<file path="src/rtl/btn_conditioner.sv">
`default_nettype none
// ============================================================================
// Module   : btn_conditioner
// Purpose  : Front end for the four board push-buttons. Each raw pin is
//            synchronised into the clk domain by a 2-FF chain, debounced by a
//            per-channel stability counter, and registered onto the outputs.
//            Opposing directions (left + right) cancel each other. A one-cycle
//            pulse marks the debounced jump rising edge.
// Ports    : clk         - pixel clock
//            rst         - synchronous, active-high reset
//            btn_left    - raw asynchronous left button
//            btn_right   - raw asynchronous right button
//            btn_jump    - raw asynchronous jump button
//            btn_down    - raw asynchronous down button
//            stepleft    - debounced left, suppressed while right is held
//            stepright   - debounced right, suppressed while left is held
//            stepjump    - debounced jump level
//            buttondown  - debounced down level
//            jump_pulse  - single-cycle pulse on debounced jump rising edge
// Revision : 1.0 - initial release
// ============================================================================
module btn_conditioner #(
  parameter int DEBOUNCE_CYCLES = 650000,
  parameter int CNT_W           = $clog2(DEBOUNCE_CYCLES)
) (
  input  logic clk,
  input  logic rst,
  input  logic btn_left,
  input  logic btn_right,
  input  logic btn_jump,
  input  logic btn_down,
  output logic stepleft,
  output logic stepright,
  output logic stepjump,
  output logic buttondown,
  output logic jump_pulse
);

  localparam int            C_NUM_CH  = 4;
  localparam logic [CNT_W-1:0] C_CNT_MAX = CNT_W'(DEBOUNCE_CYCLES - 1);

  // Channel order: 0 = left, 1 = right, 2 = jump, 3 = down
  logic [C_NUM_CH-1:0] w_raw;
  logic [C_NUM_CH-1:0] w_stable;

  assign w_raw = {btn_down, btn_jump, btn_right, btn_left};

  generate
    for (genvar g = 0; g < C_NUM_CH; g++) begin : g_chan
      logic             sync1_q;
      logic             sync2_q;
      logic             stable_q;
      logic             stable_d;
      logic [CNT_W-1:0] cnt_q;
      logic [CNT_W-1:0] cnt_d;

      // A disagreeing sample extends the run; any agreeing sample clears it.
      // The level only moves once the run reaches DEBOUNCE_CYCLES samples.
      always_comb begin
        stable_d = stable_q;
        cnt_d    = '0;
        if (sync2_q != stable_q) begin
          if (cnt_q == C_CNT_MAX) begin
            stable_d = sync2_q;
          end else begin
            cnt_d = cnt_q + CNT_W'(1);
          end
        end
      end

      always_ff @(posedge clk) begin
        if (rst) begin
          sync1_q  <= 1'b0;
          sync2_q  <= 1'b0;
          stable_q <= 1'b0;
          cnt_q    <= '0;
        end else begin
          sync1_q  <= w_raw[g];
          sync2_q  <= sync1_q;
          stable_q <= stable_d;
          cnt_q    <= cnt_d;
        end
      end

      assign w_stable[g] = stable_q;
    end
  endgenerate

  logic stable_j_d_q;

  always_ff @(posedge clk) begin
    if (rst) begin
      stepleft     <= 1'b0;
      stepright    <= 1'b0;
      stepjump     <= 1'b0;
      buttondown   <= 1'b0;
      jump_pulse   <= 1'b0;
      stable_j_d_q <= 1'b0;
    end else begin
      stepleft     <= w_stable[0] & ~w_stable[1];
      stepright    <= w_stable[1] & ~w_stable[0];
      stepjump     <= w_stable[2];
      buttondown   <= w_stable[3];
      // stable_j_d_q trails w_stable[2] by one cycle, so the pulse lines up
      // with the registered stepjump rising edge.
      jump_pulse   <= w_stable[2] & ~stable_j_d_q;
      stable_j_d_q <= w_stable[2];
    end
  end

endmodule
`default_nettype wire

</file>
<file path="config.mk">
export PLATFORM = sky130hd
export DESIGN_NAME = btn_conditioner
export DESIGN_NICKNAME = d
export VERILOG_FILES = /design/src/rtl/btn_conditioner.sv
export SDC_FILE = /design/constraint.sdc
export NUM_CORES = 1
export LEC_CHECK = 0
export BUFFER_PORTS_ARGS = -buffer_cell sky130_fd_sc_hd__buf_2
export CELL_PAD_IN_SITES_DETAIL_PLACEMENT = 1
export CELL_PAD_IN_SITES_GLOBAL_PLACEMENT = 1
export CORE_AREA = 2 2 105 107
export CTS_BUF_LIST = sky130_fd_sc_hd__clkbuf_2 sky130_fd_sc_hd__clkbuf_4 sky130_fd_sc_hd__clkbuf_8
export CTS_CLUSTER_SIZE = 10
export DETAILED_ROUTE_END_ITERATION = 8
export DIE_AREA = 0 0 107 109
export PLACE_DENSITY_LB_ADDON = 0.12
export SYNTH_ARGS = -nofsm -noshare
export SYNTH_HDL_FRONTEND = slang
export SYNTH_SLANG_ARGS = --single-unit
</file>
<file path="constraint.sdc">
create_clock -name clk -period 4.2 [get_ports clk]
set_clock_uncertainty 0.15 [all_clocks]
set_input_delay 0.42 -clock clk [delete_from_list [all_inputs] [get_ports clk]]
set_output_delay 0.42 -clock clk [all_outputs]
set_load 0.02 [all_outputs]
</file>
==> impl_metrics.csv <==
group,metric,value,unit
yosys,synth_top_area_share,46.7,%
yosys,synth_nets,478,
routing,wl_per_cell,13.6,µm
yosys,synth_edf_count,0,
setup_path,reg2reg_to,"g_chan[0].cnt_q[2]$_SDFF_PP0_",
clock_network,cts.sinks,97,
yosys,ys_seq_elements,97,
timing,slew_viol_final,0,
global_routing,grt_overflow_total,0,
clock_network,ctsResizeCount,0,
die,start_util,39.2,%
setup_path,timing.rr.start,"g_chan[0].cnt_q[0]$_SDFF_PP0_",
yosys,yosysSeqAreaShare,46.7,%
timing,finalSetupTns,0,ps
setup_path,crit_end,"g_chan[0].cnt_q[2]$_SDFF_PP0_",
yosys,synth-simple-area-share,30.1,%
placed_design,dp.cells,606,
yosys,muxShareOfSynthArea,0.753,%
finish,area_growth_syn_to_layout,8.94,%
setup_path,worst_ep_arrival_time,2460,ps
job,drv_cap,0,
timing,tightest_slew,1110,ps
timing,final-hold-violation-count,0,
die,ioPinCount,11,
global_routing,grt.total_usage,16.1,%
clock_network,clock_latency,370,ps
run_status,run_status,"completed",
global_routing,antenna_found_initial,0,
clock_network,path_clk_slew,90,ps
die,fp.dieW,107,µm
timing,slew_headroom,25.3,%
routing,wl_met3,145,µm
clock_network,root_buffer,"clkbuf_8",
setup_path,crit_chain,"ha_1 > nand3_1 > or4_4 > o21ai_4 > nor2_1",
placed_design,numPortBuffers,10,
hold_path,min_path_type,"in -> reg",
setup_path,crit_path_start_kind,"flop",
setup_path,startpoint,"g_chan[0].cnt_q[0]$_SDFF_PP0_",
yosys,synth_area_leaders,"dfxtp_1, xnor2_1, nor2_1",
yosys,synth_top_family_by_area,"simple AND/OR/NAND/NOR gates",
routing,routed_wl,8430,µm
clock_network,tritoncts,"done",
setup_path,setup.worst_path.class,"reg -> reg",
timing,rsz0062_at_grt,"no",
pwr,p_leak,1.35,nW
pwr,power_density,341,nW/µm²
clock_network,holdBufCountCts,0,
setup_path,r2r_cells,5,
pwr,ir_drop,132,µV
routing,viasPerCell,5.16,
setup_path,worst_setup_path_end_kind,"flop",
yosys,netlist_instances,468,
global_routing,grt_pass1_vias,3288,
global_routing,grt_first_pass_wirelength,15100,µm
routing,drc,0,
setup_path,max_stage_delay,650,ps
die,row_count,38,
die,dieHeight,109,µm
yosys,synth_compound_area_share,5.18,%
routing,top_layer,"met4",
finish,stdcell_count,622,
yosys,synth.distinct_cells,44,
die,die-area,11700,µm²
setup_path,critical_path_required,4280,ps
placed_design,place_hpwl,5900,µm
timing,setup_violations,0,
routing,route.met2.wl,3810,µm
yosys,yosys.area.top_type,"dfxtp_1",
yosys,synthXorXnorAreaFrac,12.9,%
finish,final_nets,487,
routing,drt.antenna.violating_nets,0,
routing,drt_iter0_drc,95,
yosys,ys.flop_type,"dfxtp_1",
yosys,synth_warnings,0,
setup_path,crit_path_top_delay_cell,"or4_4",
setup_path,cp_max_fo,19,
clock_network,cts_buffer_depth,2,
routing,first_pass_iters,4,
placed_design,gp_congestion,0.727,
timing,fin_crit,2380,ps
finish,antenna_cells,0,
yosys,avgSynthCellArea,8.88,µm²
global_routing,grt_start_max_net_pins,23,
timing,finalCritPeriodShare,56.6,%
yosys,synth_area,4160,µm²
routing,vias,3209,
timing,clock.fmax,421,MHz
die,core_area,10600,µm²
setup_path,rrSetupSlack,1820,ps
clock_network,h-tree-depth,3,
clock_network,cts_buffers,9,
yosys,ys_async_sr_fraction,0,%
routing,wl_met1,4320,µm
yosys,synth_adder_area_share,1.20,%
finish,n_fill_cell,1269,
clock_network,cts_setup_buffers,0,
finish,drive_gt1_share,7.26,%
==> final cells by class <==
cell class                 instances  area (µm²)  share of cell area [%]
sequential                        97        1940                    42.9
multi-input combinational        341        2090                    46.1
timing repair buffer              12        65.1                    1.44
clock inverter                     2        10.0                   0.221
tap                              140         175                    3.87
inverter                          16        60.1                    1.33
clock buffer                      14         186                    4.12
==> stage by stage <==
step,worst slack (ps),hold slack (ps),total power (W),util (%),area [µm²]
after floorplan,2100,264,0.000961,-,4160
after global placement,1880,244,0.000967,40.8,4330
after detailed placement,1810,254,0.000968,40.8,4330
after CTS,1800,108,0.00157,42.7,4530
after global routing,1580,129,0.00161,42.7,4530
final,1820,121,0.00155,42.7,4530
==> power by group <==
group	switching, W	internal [W]
registers	0.00000253	0.000923
clock network	0.000315	0.000286
logic	0.0000123	0.00000706
==> kinds of logic after synthesis <==
kind of cell | Yosys count
and+or+nand+nor | 238
DFF | 97
muxes | 3
xor gates and xnor gates | 61
buffers and inverters | 30
AOI/OAI and AO/OA | 35
adders and majority gates | 4
==> Yosys cell counts (9+ instances only) <==
library cell  count
nor2b_1          14
nand2_1          17
xor2_1           16
nor3_1           15
o21ai_0          12
dfxtp_1          97
a21oi_1          10
nand3_1          26
nand4_1          24
xnor2_1          45
nor2_1           81
nor4_1           20
clkbuf_1          9
inv_1            16
==> cells in the final DEF, fill, tap and decap left out, types with 7 or more instances in the layout <==
master / count
nand2_1: 17
dfxtp_1: 97
nor3_1: 15
or3_1: 7
nand4_1: 24
nor2_1: 81
nor4_1: 20
xnor2_1: 45
xor2_1: 16
buf_2: 10
inv_1: 16
o21ai_0: 12
and3_1: 8
a21oi_1: 10
nor2b_1: 14
nand3_1: 26
clkbuf_8: 13
==> worst max-delay path, delay by kind of cell (launching register included) <==
family          cells  cell delay (ps)
compound gates      1              430
fa+ha+maj           1              210
flops               1              380
simple gates        3             1070
==> per-layer routing <==
metal / GRT usage [%] / vias up
li1: - / 1657
met1: 21.0 / 1518
met2: 26.3 / 23
met3: 2.57 / 11
met4: 7.24 / 0
met5: 0 / -
==> flip-flops by register name, summed over array words and instances, names as in the netlist <==
name / flops
stable_j_d_q: 1
g_chan.stable_q: 4
g_chan.sync2_q: 4
g_chan.sync1_q: 4
jump_pulse: 1
buttondown: 1
stepright: 1
stepleft: 1
g_chan.cnt_q: 80
==> worst min-delay path by stage <==
stage                            startpoint                           end  depth (start not counted)
2_1_floorplan  g_chan[0].sync1_q$_SDFF_PP0_  g_chan[0].sync2_q$_SDFF_PP0_                          1
3_3_place_gp        stable_j_d_q$_SDFF_PP0_         jump_pulse$_SDFF_PP0_                          1
3_5_place_dp        stable_j_d_q$_SDFF_PP0_         jump_pulse$_SDFF_PP0_                          1
4_1_cts                            btn_down  g_chan[3].sync1_q$_SDFF_PP0_                          2
5_1_grt                            btn_down  g_chan[3].sync1_q$_SDFF_PP0_                          2
6_report                           btn_down  g_chan[3].sync1_q$_SDFF_PP0_                          2
(Power assumes the default switching activity.)
